File: config.mk
export PLATFORM = sky130hd
export DESIGN_NAME = hv_seq_ctrl
export DESIGN_NICKNAME = d
export VERILOG_FILES = /design/src/rtl/hv_seq_ctrl.sv
export SDC_FILE = /design/constraint.sdc
export NUM_CORES = 1
export LEC_CHECK = 0
export BUFFER_PORTS_ARGS = -buffer_cell sky130_fd_sc_hd__buf_2
export CORE_ASPECT_RATIO = 1.2
export CORE_MARGIN = 5
export CORE_UTILIZATION = 40
export CTS_CLUSTER_DIAMETER = 100
export DETAILED_ROUTE_END_ITERATION = 7
export GPL_ROUTABILITY_DRIVEN = 0
export GPL_TIMING_DRIVEN = 0
export PLACE_DENSITY = 0.71
export SYNTH_ARGS = -nofsm -noshare
export SYNTH_HDL_FRONTEND = slang
export SYNTH_SLANG_ARGS = --single-unit
File: constraint.sdc
create_clock -name clk -period 3.7 [get_ports clk]
set_input_delay 0.37 -clock clk [delete_from_list [all_inputs] [get_ports clk]]
set_output_delay 0.37 -clock clk [all_outputs]
set_load 0.1 [all_outputs]
File: src/rtl/hv_seq_ctrl.sv
// Job sequencer for the accelerator: item-memory write, settle gap, execute, output drain, done pulse.
// Optional watchdog on RUN/DRAIN enabled by defining SEQ_TIMEOUT_EN.
module hv_seq_ctrl #(
  parameter int ITEM_W  = 16,
  parameter int ADDR_W  = 20,
  parameter int TIMEOUT = 1048576
) (
  input  logic              clk,
  input  logic              rst,
  input  logic              start,
  input  logic              abort,
  input  logic              last_in,
  input  logic [ITEM_W-1:0] cfg_items,
  input  logic [ADDR_W-1:0] cfg_addr_i,
  input  logic [ADDR_W-1:0] cfg_addr_j,
  input  logic              s_fin,
  input  logic              dst_valid,
  input  logic              dst_ready,
  input  logic              dst_last,
  output logic              matw,
  output logic [ITEM_W-1:0] mat_a,
  output logic              run,
  output logic [ADDR_W-1:0] addr_i,
  output logic [ADDR_W-1:0] addr_j,
  output logic              last,
  output logic              busy,
  output logic              done,
  output logic [15:0]       beats,
  output logic              err
);

  // state   | meaning
  // S_IDLE  | waiting for start
  // S_MATW  | item-memory generation, one address per cycle
  // S_GAP   | one settle cycle between generation and execution
  // S_RUN   | execution running, waiting for s_fin
  // S_DRAIN | execution running, counting output beats until dst_last
  // S_DONE  | one-cycle done pulse
  typedef enum logic [2:0] {
    S_IDLE  = 3'd0,
    S_MATW  = 3'd1,
    S_GAP   = 3'd2,
    S_RUN   = 3'd3,
    S_DRAIN = 3'd4,
    S_DONE  = 3'd5
  } state_t;

  state_t            state, state_nxt;
  logic [ITEM_W-1:0] items;
  logic              beat;
  logic              active;
  logic              accept;
  logic              tmo;

  assign beat   = dst_valid & dst_ready;
  assign active = (state == S_RUN) || (state == S_DRAIN);
  assign accept = (state == S_IDLE) && start && !abort;

`ifdef SEQ_TIMEOUT_EN
  localparam int TMR_W = $clog2(TIMEOUT + 1);
  logic [TMR_W-1:0] tmr;

  assign tmo = active && (tmr == '0);

  // Down-counter reloaded on the GAP->RUN transition; expiry forces DONE.
  always_ff @(posedge clk or posedge rst) begin
    if (rst) begin
      tmr <= '0;
      err <= 1'b0;
    end else begin
      if (state == S_GAP)
        tmr <= TMR_W'(TIMEOUT - 1);
      else if (active && tmr != '0)
        tmr <= tmr - TMR_W'(1);
      if (accept)
        err <= 1'b0;
      else if (tmo && !abort)
        err <= 1'b1;
    end
  end
`else
  logic unused_timeout;
  assign unused_timeout = ^TIMEOUT;
  assign tmo = 1'b0;
  assign err = 1'b0;
`endif

  always_comb begin
    state_nxt = state;
    case (state)
      S_IDLE:  if (accept) state_nxt = (cfg_items == '0) ? S_GAP : S_MATW;
      S_MATW:  if (mat_a == items - ITEM_W'(1)) state_nxt = S_GAP;
      S_GAP:   state_nxt = S_RUN;
      // s_fin wins first; a final beat in the same cycle then completes the drain at once
      S_RUN:   if (s_fin) state_nxt = (beat && dst_last) ? S_DONE : S_DRAIN;
      S_DRAIN: if (beat && dst_last) state_nxt = S_DONE;
      S_DONE:  state_nxt = S_IDLE;
      default: state_nxt = S_IDLE;
    endcase
    if (tmo)
      state_nxt = S_DONE;
    if (abort && state != S_IDLE)
      state_nxt = S_IDLE;
  end

  always_ff @(posedge clk or posedge rst) begin
    if (rst) begin
      state  <= S_IDLE;
      matw   <= 1'b0;
      run    <= 1'b0;
      busy   <= 1'b0;
      done   <= 1'b0;
      mat_a  <= '0;
      items  <= '0;
      addr_i <= '0;
      addr_j <= '0;
      last   <= 1'b0;
      beats  <= '0;
    end else begin
      state <= state_nxt;
      matw  <= (state_nxt == S_MATW);
      run   <= (state_nxt == S_RUN) || (state_nxt == S_DRAIN);
      busy  <= (state_nxt != S_IDLE);
      done  <= (state_nxt == S_DONE);
      if (accept) begin
        items  <= cfg_items;
        addr_i <= cfg_addr_i;
        addr_j <= cfg_addr_j;
        last   <= last_in;
        mat_a  <= '0;
        beats  <= '0;
      end else begin
        if (state == S_MATW && state_nxt == S_MATW)
          mat_a <= mat_a + ITEM_W'(1);
        if (active && beat && beats != 16'hFFFF)
          beats <= beats + 16'd1;
      end
    end
  end

endmodule
---- Word level (Yosys, flattened, before mapping) ----
Index checks and enable logic that the tools add are counted.
Widths: inputs -> output; s select.
storage, ports and cells
  register bits ........................... 96
  latch bits .............................. 0
  bits in writable memories ............... 0
  bits in read-only memories .............. 0
  input bits .............................. 65
  memories kept ........................... 0
cells by class
  add/sub/neg operators ................... 3
  multiply operators ...................... 0
  div/mod/pow operators ................... 0
  order comparisons ....................... 0
  equal/unequal tests ..................... 10
  shift operators ......................... 0
  multiplexer cells ....................... 12
  bitwise gates (word level) .............. 1
  reductions and logical operators ........ 16
operators by type and width
  operator               number
  $mux 16                4
  $add 16x1->16 const B  2
  $eq 16x16->1           1
  $logic_not 16->1       1
  $ne 16x16->1 const B   1
  $sub 16x1->16 const B  1
  $mux 3                 5
  $pmux 3 s5             1
  $eq 3x2->1 const B     3
  $eq 3x3->1 const B     3
  $logic_and 1x1->1      7
  $eq 3x1->1 const B     2
  $reduce_bool 3->1      2
  $reduce_bool 2->1      2
  $logic_not 3->1        1
  $logic_or 1x1->1       2
  $mux 2                 1
  $and 1x1->1            1
  $logic_not 1->1        1
  $mux 1                 1

---- Logic depth before layout (Yosys ltp) ----
Gate-level depths: netlist of run 1.
  depth after elaboration ................. 10
  depth in mapped cells ................... 12
  mapped depth without buffers ............ 10

---- Least setup slack after synthesis of run 1 ----
OpenSTA, ideal clock, no wires.
  path type ............................... reg-to-reg
  start point ............................. register beats[0]
  end point ............................... register beats[14]
  library setup time ...................... 0.074 ns
  data arrival time ....................... 2.814 ns
  path slack .............................. 0.812 ns
  stages on the path, launching flop included .. 9
  path buffers ............................ 0
  period minus slack after synthesis ...... 2.888 ns
  cells stage by stage .................... dfrtp_1 ha_1 and3_1 a221oi_1 and3_1 nor2b_1 nand4_1 xor2_1 nor2_1
on the way
  word-level cells in the longest chain between the ends .. 3
  elaborated cells between the ends (all ways) .. 6
  those cells by class .................... 1 x add/sub; 1 x eq/ne; 2 x mux; 2 x reduce/logical
RTL lines
  item                                           RTL line  source
  start, declared                                28        output logic [15:0] beats,
  start signal, assigned                         136       beats <= beats + 16'd1;
  $add 16x1->16 or $ne 16x16->1 (tied branches)  136, 135
  $mux 16 or $logic_and 1x1->1 (tied branches)   135       if (active && beat && beats != 16'hFFFF)
  $mux 16 or $reduce_bool 2->1 (tied branches)   n/a
Parallel ways exist; a longest one is shown, timed or not. The select of a mux whose other input is x is not followed.
A chain may end at the register's enable or synchronous reset.

---- Worst setup path in the final report of run 1 ----
  start point ............................. register items[0]
  end point ............................... register mat_a[15]
on the way
  word-level cells in the longest chain between the ends .. 8
RTL lines
  item                                RTL line  source
  start, declared                     49        logic [ITEM_W-1:0] items;
  start signal, assigned              126       items <= cfg_items;
  $sub 16x1->16                       92        S_MATW: if (mat_a == items - ITEM_W'(1)) state_nxt = S_GAP;
  $eq 16x16->1                        92
  $mux 3                              92
  $pmux 3 s5                          90        case (state)
  $mux 3                              102       if (abort && state != S_IDLE)
  $eq 3x1->1                          133       if (state == S_MATW && state_nxt == S_MATW)
  $logic_and 1x1->1                   133
  $reduce_bool 2->1 (no source line)  n/a
  end signal, assigned                134       mat_a <= mat_a + ITEM_W'(1);
  end, declared                       21        output logic [ITEM_W-1:0] mat_a,
No other way between the ends.

==> metrics list, run 1 <==
- Wirelength, routed: 12800 um
* DIE WIDTH: approximately 110 um
- Entering global routing, the biggest net connects 68 pins.
- H-tree depth: 3
- Total congestion overflow: 0
* Max-cap violations: 0
- Drt first pass iters: 5
- Clock-pin slew on the worst setup and hold paths: about 0.070 ns
- Synthesis instantiated 51 different standard cells from the library.
- Once the floorplan was initialized, standard cells occupied 40.3% of the core.
- Global routing usage summed across all routing layers: approximately 18%
- The filler cells instantiated in the layout total 1115.
- Counting I/O delays and the setup requirement, the final critical path takes 3.21 ns.
- Fin. max-slew vios: 0
* Number of instances in the placed design: roughly 850
- The post-route netlist has 25.0% of its cells at a drive strength greater than 1.
- STA classifies the critical path startpoint as a flip-flop.
* Register bit count reported by yosys: 96
- Setup repair after global routing missed its margin: false
* Count of mapped cells out of synthesis: 551
* Required @ worst endpoint: just under 4 ns
- Timing would allow up to 311 MHz.
- The die covers roughly 0.014 mm2.
- Across the VDD grid, the largest voltage drop is 0.000388 V.
- The final layout contains 772 nets.
- WS Path Type: reg -> reg
* Net Count, Synth: 619
- STA classifies the critical path endpoint as a flip-flop.
- During synthesis, Yosys emitted a total of 0 warnings.
- Area of the core region: 0.0119 mm2
- Counting flops with an async set or reset pin after synthesis yields a share of 100%.
- The share of the Yosys chip area taken by registers is 49.9%.
- The via count of the first global-routing pass is 4367.
- Sw Share: 45.3%
- Port buffering added approximately 140 buffers.
- Class of the most critical hold timing path: in -> async
- Net switching power figure: 1730 uW
* Fraction of power consumed by combinational cells: about two fifths
* Largest buffer count on any clock path: 2
* Synthesis-to-layout area growth: 26.1%
- DR vias/cell: 5.12
- Excluding fillers, the count of instances in the completed layout stands at 870.
* Num Clock Sinks: between 90 and 100
- In this run the vertical extent of the chip is roughly 130 um.
- DR DRC count: 0
* WL per Instance: 14.8 um
- Number of hold buffers added after CTS: 0
* Worst reg2reg path depth: 11
- CP cell instances: inv_1 -> ha_1 -> or4b_4 -> or3_1 -> nand3b_1 -> a31oi_1 -> o2111ai_2 -> o21ai_4 -> buf_6 -> nor4_1 -> mux2i_1
- The share of total power dissipated in the clock network is 26.2%.
- Worst-skew pair later-pin latency: ~0.34 ns
- Root Buffer Master: sky130_fd_sc_hd__clkbuf_16
* Sum Neg Setup Slack: 0 ns
- TritonCTS built the clock tree.
- Worst-case headroom to the max-slew limit: 47.6%
- Post-CTS setup buffer count: 0
- Post-CTS repair changed the size of 0 cells.
* Clock Skews: around 0.012 ns
- Outcome: finished, final reports clean
- For flop-to-flop paths, the worst setup slack is about 0.5 ns.
* Most used flip-flop cell after synthesis: sky130_fd_sc_hd__dfrtp_1
- A synthesized cell averages 8.73 um2.
* Wire length of the first global-routing pass: 20600 um
- The internal portion of the total power is 2090 uW.
- 143 I/O pins were placed.
- Registers are responsible for 34.6% of the overall power.
- Counting flops with a built-in enable in the synthesized netlist gives 0.
- The number of endpoints with negative hold slack in the final report was 0.
* Post-Synthesis Cell Area: 0.00481 mm2
* ANT cells: 0
- Share of the clock period used by the worst path after layout: 86.8%
- Worst slew pin tran: 0.785 ns
- ANT nets after route: 0
- Violation count after the first detailed-route iteration: 280
* Vias post-DR: 4453
- The number of antenna violations at the first check in global routing came to 0.
* Static Leakage: 0.00313 uW
* Arrival time worst endpoint: about 3.5 ns
- Worst-path fanout max: 10
* CTS Buf Count: 9
* HPWL after detailed placement: 9790 um
- Dividing total power by cell area gives a power density of about 630 mW/mm2.
* Count of standard-cell rows: 44
- For this run, the slowest stage of the critical path takes 0.56 ns.
- The endpoint identified for the worst register-to-register timing path is mat_a[15].
- The worst register-to-register path begins at items[0].
* PnR Total Power: 3820 uW
- Number of setup violations in the final report: 0
- The largest individual stage delay along the critical path comes from the cell sky130_fd_sc_hd__or4b_4.
-- power groups by stage --
stage                     clock network [uW]  logic [uW]  registers (uW)
after global routing                    1060        1580            1340
after CTS                               1020        1510            1320
after floorplan                            0         405            2140
after global placement                     0        1470            1330
after detailed placement                   0        1500            1340
final                                    999        1500            1320
-- final cells by class --
type | count | area (um2) | share of cell area, %
Buffer | 30 | 159 | 2.62
Clock buffer | 10 | 229 | 3.77
Clock inverter | 6 | 91.3 | 1.51
Inverter | 12 | 47.5 | 0.784
Multi-Input combinational cell | 413 | 2200 | 36.3
Sequential cell | 96 | 2400 | 39.6
Tap cell | 161 | 201 | 3.32
Timing Repair Buffer | 142 | 733 | 12.1
-- kinds of logic after synthesis --
family / after synthesis / synth area share, %
AO/OA/AOI/OAI: 55 / 7.91
adder cells (fa/ha/maj): 3 / 0.780
XOR/XNOR: 31 / 5.64
flip-flops: 96 / 49.9
other: 1 / 0.0779
multiplexers: 6 / 1.25
AND/OR/NAND/NOR: 317 / 30.2
buffers and inverters: 42 / 4.24
-- cell usage after synthesis (2+ instances only) --
| cell | number | area share (%) |
|---|---|---|
| sky130_fd_sc_hd__o31ai_1 | 4 | 0.62 |
| sky130_fd_sc_hd__xor2_1 | 20 | 3.6 |
| sky130_fd_sc_hd__xnor2_1 | 11 | 2.0 |
| sky130_fd_sc_hd__nor3b_1 | 6 | 0.94 |
| sky130_fd_sc_hd__o21bai_1 | 2 | 0.31 |
| sky130_fd_sc_hd__clkbuf_1 | 23 | 1.8 |
| sky130_fd_sc_hd__or4_1 | 7 | 1.1 |
| sky130_fd_sc_hd__inv_1 | 12 | 0.94 |
| sky130_fd_sc_hd__o21ai_1 | 3 | 0.31 |
| sky130_fd_sc_hd__or3_1 | 6 | 0.78 |
| sky130_fd_sc_hd__nand4_1 | 8 | 1.0 |
| sky130_fd_sc_hd__nor3_2 | 2 | 0.42 |
| sky130_fd_sc_hd__nor2b_1 | 2 | 0.26 |
| sky130_fd_sc_hd__a221oi_1 | 2 | 0.36 |
| sky130_fd_sc_hd__and2_1 | 2 | 0.26 |
| sky130_fd_sc_hd__a211oi_1 | 2 | 0.31 |
| sky130_fd_sc_hd__o211ai_1 | 10 | 1.6 |
| sky130_fd_sc_hd__ha_1 | 3 | 0.78 |
| sky130_fd_sc_hd__or2_2 | 2 | 0.26 |
| sky130_fd_sc_hd__mux2i_1 | 6 | 1.2 |
| sky130_fd_sc_hd__o21ai_0 | 9 | 0.94 |
| sky130_fd_sc_hd__and3_1 | 8 | 1.0 |
| sky130_fd_sc_hd__buf_6 | 4 | 0.94 |
| sky130_fd_sc_hd__nor4_1 | 9 | 1.2 |
| sky130_fd_sc_hd__nand3_1 | 14 | 1.5 |
| sky130_fd_sc_hd__dfrtp_1 | 96 | 50 |
| sky130_fd_sc_hd__nand3b_1 | 6 | 0.94 |
| sky130_fd_sc_hd__a31oi_1 | 4 | 0.52 |
| sky130_fd_sc_hd__nor3_1 | 7 | 0.73 |
| sky130_fd_sc_hd__nand2_1 | 194 | 15 |
| sky130_fd_sc_hd__and4_1 | 2 | 0.36 |
| sky130_fd_sc_hd__nor2_1 | 36 | 2.8 |
| sky130_fd_sc_hd__a21oi_1 | 11 | 1.1 |
-- placed cells by master (no fill, tap or decap), drive strengths merged, types with 8 or more instances in the layout --
master  count
nand4       8
clkbuf     33
nor3       10
buf       149
o211ai     10
nor2       36
or4         8
a21oi      11
xnor2      11
dfrtp      96
nand2     194
xor2       20
o21ai      13
inv        13
and3        8
nor4       10
nand3      14
-- critical path: cells and delay by family, from the launching register on --
family,cells,cell delay [ns]
compound gates,3,0.60
mux,1,0.22
simple gates,4,1.35
fa+ha+maj,1,0.25
buf+inv,2,0.27
flops,1,0.43
-- through the flow --
step           hold slack (ns)  worst slack (ns)  area, um2  util [%]
3_3_place_gp             0.455            -0.209       5720      47.9
4_1_cts                 0.0309             0.459       6070      50.8
5_1_grt                 0.0589             0.264       6070      50.8
6_report                0.0272             0.488       6070      50.8
2_1_floorplan            0.433             0.812       4810         -
3_5_place_dp             0.395             0.481       5750      48.1
-- how the worst max path moves through the flow --
stage,start,to,slack [ns]
global route,items[0],mat_a[15],0.26
CTS,items[0],mat_a[15],0.46
global placement,rst,addr_i[14],-0.21
finish,items[0],mat_a[15],0.49
detailed placement,items[0],mat_a[15],0.48
floorplan,beats[0],beats[14],0.81
-- state kept, by name, summed over array words and instances (netlist names) --
register,count
last,1
beats,16
items,16
matw,1
mat_a,16
done,1
addr_i,20
busy,1
addr_j,20
run,1
state,3
-- metal layers --
metal  GRT usage (%)  part of all wire, %  vias up
met1            22.1                   40     2169
met3            2.77                  5.1       27
met4            8.70                  3.3        0
met2            31.0                   52      114
li1                -                    -     2143
met5               0                    0        -
Note: power is estimated with default switching activity, not from simulation.
==> run 2, diff against run 1 <==
CTS_BUF_LIST = sky130_fd_sc_hd__clkbuf_8   (was default)
PLACE_DENSITY = 0.74   (was 0.71)
clock period = 2.6 ns   (was 3.7 ns; I/O delays follow)
==> metrics list, run 2 (synthesis gave the netlist of run 1 again) <==
- Outcome: finished, violations left
- Violated checks: negative setup slack
- Fraction of final layout cells sized beyond drive strength 1: 32.2% (+7.2 points)
- The total congestion overflow after global routing came to 0 (unchanged).
- Max-cap violations: 0 (unchanged)
* Required @ worst endpoint: 2.84 ns (-1.13 ns)
* Fin crit period: 2.90 ns (-0.311 ns)
- The total via count after detailed routing came to 4463 (+0.22%).
- CP startpoint kind: flip-flop
* Internal power summed over all cells: 2630 uW (+26%)
- The area of the die came to 0.0143 mm2 (unchanged).
- Traced cell by cell, the critical path runs through buf_6 -> or4_4 -> nor3_4 -> mux2i_1 -> a211oi_2 -> a211o_2 -> o21ai_4 -> buf_6 -> buf_8 -> mux2i_1 -> nor2_1.
- ANT cells: 0 (unchanged)
- Biggest regs: addr_i (20), addr_j (20)
- The register share of total power was 36.9% (+2.3 points).
- Clock-pin slew on the worst setup and hold paths: 0.10 ns (+0.03 ns)
* Placement-stage worst setup slack: -0.421 ns (-0.902 ns)
- Maximum clock rate: 345 MHz (+11%)
- Height of the chip: 130 um (unchanged)
- The worst clock skew is 0.0151 ns (+0.00330 ns).
- Share of the clock period used by the worst path after layout: 112% (+25 points)
- Cell Pwr Density: 816 mW/mm2 (+30%)
- Setup repair after global routing could not meet its margin everywhere.
- The net switching fraction of the power came to 48.4% (+3.1 points).
* Worst-skew pair later-pin latency: 0.37 ns (+0.03 ns)
- Hold_sp: cfg_addr_i[0]
* Hold Path Stages: 3
* Final hold viol count: 0 (unchanged)
- Area of placed instances: 0.00582 mm2 (+1.3%)
* Largest vdd supply drop: 0.000466 V (+20%)
* CTS Buf Count: 9 (unchanged)
- Net switching power figure: 2470 uW (+43%)
- Clock share of power: 19.4% (-6.8 points)
- DR vias/cell: 5.04 (-1.5%)
* Max stage delay on crit path: 0.60 ns (+0.04 ns)
- The number of DRC markers in iteration 0 was 272 (-2.9%).
- Fraction of power consumed by combinational cells: 43.7% (+4.5 points)
* ANT nets after route: 0 (unchanged)
- Leaving out fill and tap cells, the most frequent cells in the layout are sky130_fd_sc_hd__nand2_1 (194), sky130_fd_sc_hd__buf_2 (143), sky130_fd_sc_hd__dfrtp_1 (78), sky130_fd_sc_hd__nor2_1 (35), sky130_fd_sc_hd__xor2_1 (20).
- Class of the most critical hold timing path: in -> reg
- Drt first pass iters: 5 (unchanged)
* WL per Instance: 15.1 um (+2.1%)
- The total routed wirelength was 13300 um (+3.8%).
* # port buffers: 141 (unchanged)
- The worst register-to-register path ends at mat_a[1].
- I/O pin count: 143 (unchanged)
- In this run the critical register-to-register path is launched from items[6].
- Tracing the worst setup path back leads to its startpoint at items[6].
* Count of standard-cell rows: 44 (unchanged)
- Worst reg2reg path depth: 11 (unchanged)
- The post-route total power came to 5100 uW (+33%).
- The number of antenna violations at the first check in global routing was 0 (unchanged).
- Worst-path fanout max: 6 (-4)
- Clock tree from TritonCTS: yes
* Nets: 787 (+1.9%)
- Worst hold margin: 0.0735 ns (+0.0463 ns)
* Slowest stage cell, crit path: sky130_fd_sc_hd__or4_4
* Most common library cell in the layout ignoring fill and taps: sky130_fd_sc_hd__nand2_1
* Num Clock Sinks: 96 (unchanged)
- The worst setup slack after layout came to -0.301 ns (-0.789 ns).
- The final cell area excluding filler cells was 0.00624 mm2 (+2.8%).
- Compared with the post-synthesis result, the final layout area differs by 29.7%.
- The core utilization of the finished layout came to 52.2% (+1.4 points).
* Arrival time worst endpoint: 3.14 ns (-0.34 ns)
- The global-route usage over all layers came to 18.9% (+0.79 points).
- The path with the worst hold slack has its endpoint at addr_i[0].
- The DRC violations left is 0 (unchanged).
- The number of H-tree levels is 3 (unchanged).
- DIE WIDTH: 110 um (unchanged)
- Wire length of the first global-routing pass: 21600 um (+4.9%)
- The worst slew slack as a fraction of its limit was 57.4% (+9.8 points).
- Initial core utilization: 40.3% (unchanged)
- The reported leakage power came to 0.00318 uW (+1.7%).
- R2R setup slack: -0.30 ns (-0.79 ns)
- Number of setup violations in the final report: 20 (+20)
* WS Path Type: reg -> reg
- The max-slew violation count is 0 (unchanged).
- Area of the core region: 0.0119 mm2 (unchanged)
- STA classifies the critical path endpoint as a flip-flop.
- HPWL after detailed placement: 9880 um (+0.88%)
* Maximum number of pins on one net before global-route repair: 45 (-34%)
- Root Buffer Master: sky130_fd_sc_hd__clkbuf_8
* Worst slew pin tran: 0.639 ns (-0.147 ns)
- Largest buffer count on any clock path: 2 (unchanged)
- The via count of the first global-routing pass came to 4497 (+3.0%).
[run 2: changes by cell type in the layout (fill, tap and decap cells not counted), moves of 6 or more]
cell and delta:
sky130_fd_sc_hd__buf_4 +10, sky130_fd_sc_hd__clkbuf_1 -6, sky130_fd_sc_hd__clkbuf_16 -9, sky130_fd_sc_hd__clkbuf_8 +9
sky130_fd_sc_hd__dfrtp_1 -18, sky130_fd_sc_hd__dfrtp_2 +18
[run 2: power groups by stage]
stage	combinational [uW]	sequential, uW	clock [uW]
2_1_floorplan	589	3060	0
3_3_place_gp	2110	1900	0
3_5_place_dp	2160	1910	0
4_1_cts	2220	1880	1010
5_1_grt	2360	1910	1070
6_report	2230	1880	986
[run 2: per-layer routing]
layer,up-vias,global-route usage (%),share of wire (%)
met4,0,6.88,2.2
li1,2178,-,-
met3,21,3.66,5.2
met1,2130,23.9,41
met5,-,0,0
met2,134,32.0,52
[run 2: how the worst max path moves through the flow]
| stage | end | slack, ns | depth (start not counted) |
|---|---|---|---|
| after floorplan | mat_a[1] | -0.13 | 12 |
| after detailed placement | mat_a[1] | -0.42 | 12 |
| after global placement | mat_a[1] | -0.40 | 12 |
| after CTS | mat_a[1] | -0.25 | 11 |
| final | mat_a[1] | -0.30 | 11 |
| after global routing | mat_a[3] | -0.42 | 12 |
[run 2: per-stage QoR]
stage / TNS (ns) / cells
5_1_grt: -7.08 / 885
3_5_place_dp: -6.53 / 855
2_1_floorplan: -0.916 / 551
4_1_cts: -3.93 / 885
6_report: -4.40 / 885
3_3_place_gp: -5.39 / 853
[run 2: worst max-delay path: cells and delay by family (launching register included)]
kind            cells  cell delay (ns)
mux                 2             0.41
compound gates      3             0.65
simple gates        3             0.90
buf+inv             3             0.41
flops               1             0.38
[run 2: repair_timing]
item,in CTS,in global routing
endpoints found under the setup margin,20,45
hold endpoints to repair,11,0
buffers inserted,12,2
resized for setup,8,20
gates cloned,2,0
hold buffers,1,0
pin swaps,12,12
[run 2: cell type report]
cell class	instances	area (um2)
inverters	12	48.8
repair buffers	160	908
clock buffers	9	124
fillers	1102	5710
flip-flops and latches	96	2420
plain buffers	27	144
clock inverters	7	71.3
well taps	161	201
multi-input cells	413	2320
==> run 3, diff against run 2 <==
MAX_ROUTING_LAYER = met4   (was default)
SKIP_LAST_GASP = 1   (was default)
==> metrics list, run 3 (synthesis gave the netlist of run 1 again) <==
* Number of setup violations in the final report: 20 (unchanged)
- The via count of the first global-routing pass is 4496 (-0.022%).
* Vias post-DR: 4450 (-0.29%)
- The area of the die came to 0.0143 mm2 (unchanged).
* Wire length of the first global-routing pass: 21600 um (about the same)
* DIE WIDTH: 110 um (unchanged)
* Initial core utilization: 40.3% (unchanged)
- # port buffers: 141 (unchanged)
- The delay of the slowest critical-path stage was 0.60 ns (about the same).
- Worst slew pin tran: 0.637 ns (-0.00111 ns)
- Synthesis-to-layout area growth: 29.4%
- The total routed wirelength is 13300 um (-0.58%).
- Final hold viol count: 0 (unchanged)
- Violated checks: negative setup slack
- Arrival time worst endpoint: 3.13 ns (about the same)
* Global routing usage summed across all routing layers: 19.5% (+0.60 points)
- The worst hold path belongs to the class in -> reg.
- ANT cells: 0 (unchanged)
- CTS Buf Count: 9 (unchanged)
- Count of standard-cell rows: 44 (unchanged)
- Share of the clock period used by the worst path after layout: 111% (-0.35 points)
* Fraction of final layout cells sized beyond drive strength 1: 31.8% (-0.41 points)
- H-tree depth: 3 (unchanged)
- DR vias/cell: 5.03 (-0.29%)
* WL per Instance: 15.0 um (-0.58%)
- TritonCTS built the clock tree.
* Largest buffer count on any clock path: 2 (unchanged)
* Static Leakage: 0.00317 uW (-0.14%)
- The worst-skew pair later-pin latency was 0.37 ns (about the same).
- The count of clock tree sinks came to 96 (unchanged).
- Critical Path End Type: flip-flop
* Hold Path Stages: 3 (unchanged)
- The CTS clock-pin slew for the worst setup and hold paths was 0.10 ns (about the same).
- The highest clock frequency the design can meet is 346 MHz (+0.32%).
* Max-cap violations: 0 (unchanged)
* Biggest regs: addr_i (20), addr_j (20)
- Outcome: finished, violations left
* Height of the chip: 130 um (unchanged)
- Worst reg2reg path depth: 11 (unchanged)
- Clock Skews: 0.0172 ns (+0.00214 ns)
- Slowest stage cell, crit path: sky130_fd_sc_hd__or4_4
* Maximum number of pins on one net before global-route repair: 45 (unchanged)
* Nets: 787 (unchanged)
* Fin. max-slew vios: 0 (unchanged)
- The iteration count of the initial detailed-routing pass came to 4 (-1).
- The number of cells after detailed placement came to 855 (unchanged).
- CP cell instances: buf_6 -> or4_4 -> nor3_4 -> mux2i_1 -> a211oi_2 -> a211o_2 -> o21ai_4 -> buf_6 -> buf_8 -> mux2i_1 -> nor2_1
- The setup total negative slack is -4.25 ns (+0.156 ns).
* Cell Pwr Density: 818 mW/mm2 (+0.24%)
* Root Buffer Master: sky130_fd_sc_hd__clkbuf_8
- I/O pin count: 143 (unchanged)
* DR DRC count: 0 (unchanged)
* Commonest cells after routing, fill and taps aside: sky130_fd_sc_hd__nand2_1 (194), sky130_fd_sc_hd__buf_2 (143), sky130_fd_sc_hd__dfrtp_1 (78), sky130_fd_sc_hd__nor2_1 (35), sky130_fd_sc_hd__xor2_1 (20)
- The worst path required time is 2.84 ns (about the same).
- Area of the core region: 0.0119 mm2 (unchanged)
* Most common library cell in the layout ignoring fill and taps: sky130_fd_sc_hd__nand2_1
- Violation count after the first detailed-route iteration: 325 (+19%)
- CP startpoint kind: flip-flop
- Worst-path fanout max: 6 (unchanged)
- The maximum vdd drop was 0.000466 V (about the same).
- Initial antenna violation count: 0 (unchanged)
* Total congestion overflow: 0 (unchanged)
- The non-filler instance count after layout was 885 (unchanged).
* Fin crit period: 2.89 ns (-0.00916 ns)
- The remaining number of nets flagged by the antenna check after routing is 0 (unchanged).
* Setup repair after global routing missed its margin: true
- The placed wire-length estimate came to 9880 um (unchanged).
- Final setup slack of the worst path: -0.292 ns (+0.00916 ns)
- The critical path in this run is classified as reg -> reg.
- The worst slew slack as a fraction of its limit was 57.5% (+0.074 points).
-- run 3: layer usage --
layer	global-route usage, %	share of wire (%)
met3	2.77	4.1
met1	24.6	42
met5	-	0
met2	32.0	51
met4	6.88	2.1
-- run 3: worst paths after layout --
path | startpoint | end | slack [ns]
max in group asynchronous | rst | items[0] | 1.40
worst min-delay path | cfg_addr_i[0] | addr_i[0] | 0.07
worst max register to register | items[6] | mat_a[1] | -0.29
worst max-delay path | items[6] | mat_a[1] | -0.29
min in group asynchronous | rst | beats[4] | 0.39
worst min register to register | addr_i[3] | addr_i[3] | 0.48
-- run 3: metrics by stage --
step / worst slack, ns / power (uW) / hold slack, ns / utilization (%) / area, um2
CTS: -0.253 / 5110 / 0.0595 / 51.7 / 6170
global route: -0.415 / 5340 / 0.0657 / 52.1 / 6230
floorplan: -0.130 / 3650 / 0.323 / - / 4870
finish: -0.292 / 5100 / 0.0723 / 52.1 / 6230
global placement: -0.398 / 4020 / 0.448 / 48.4 / 5780
detailed placement: -0.421 / 4070 / 0.236 / 48.7 / 5820
-- run 3: final cells by class --
cell class | instances | area, um2
timing repair buffer | 160 | 905
fill | 1108 | 5720
multi-input combinational | 413 | 2310
inverter | 12 | 48.8
clock buffer | 9 | 124
tap | 161 | 201
buffer | 27 | 144
clock inverter | 7 | 71.3
sequential | 96 | 2420
-- run 3: worst max-delay path: cells and delay by family, from the launching register on --
family	cells	cell delay [ns]
compound gates	3	0.64
buf+inv	3	0.41
flops	1	0.38
simple gates	3	0.90
mux	2	0.41
-- run 3: report_power, final --
| group | internal [uW] | leakage (uW) | total [uW] | switching, uW |
|---|---|---|---|---|
| sequential | 1710 | 0.00122 | 1880 | 174 |
| clock | 445 | 0.0000970 | 986 | 541 |
| combinational | 474 | 0.00186 | 2230 | 1750 |
| total | 2630 | 0.00317 | 5100 | 2470 |
-- run 3: what timing repair did --
item / CTS / global route
hold buffers: 1 / 0
endpoints found under the setup margin: 20 / 45
endpoints found under the hold margin: 11 / 0
resized for setup: 8 / 16
pin swaps: 12 / 9
setup buffers: 12 / 2
gates cloned: 2 / 0
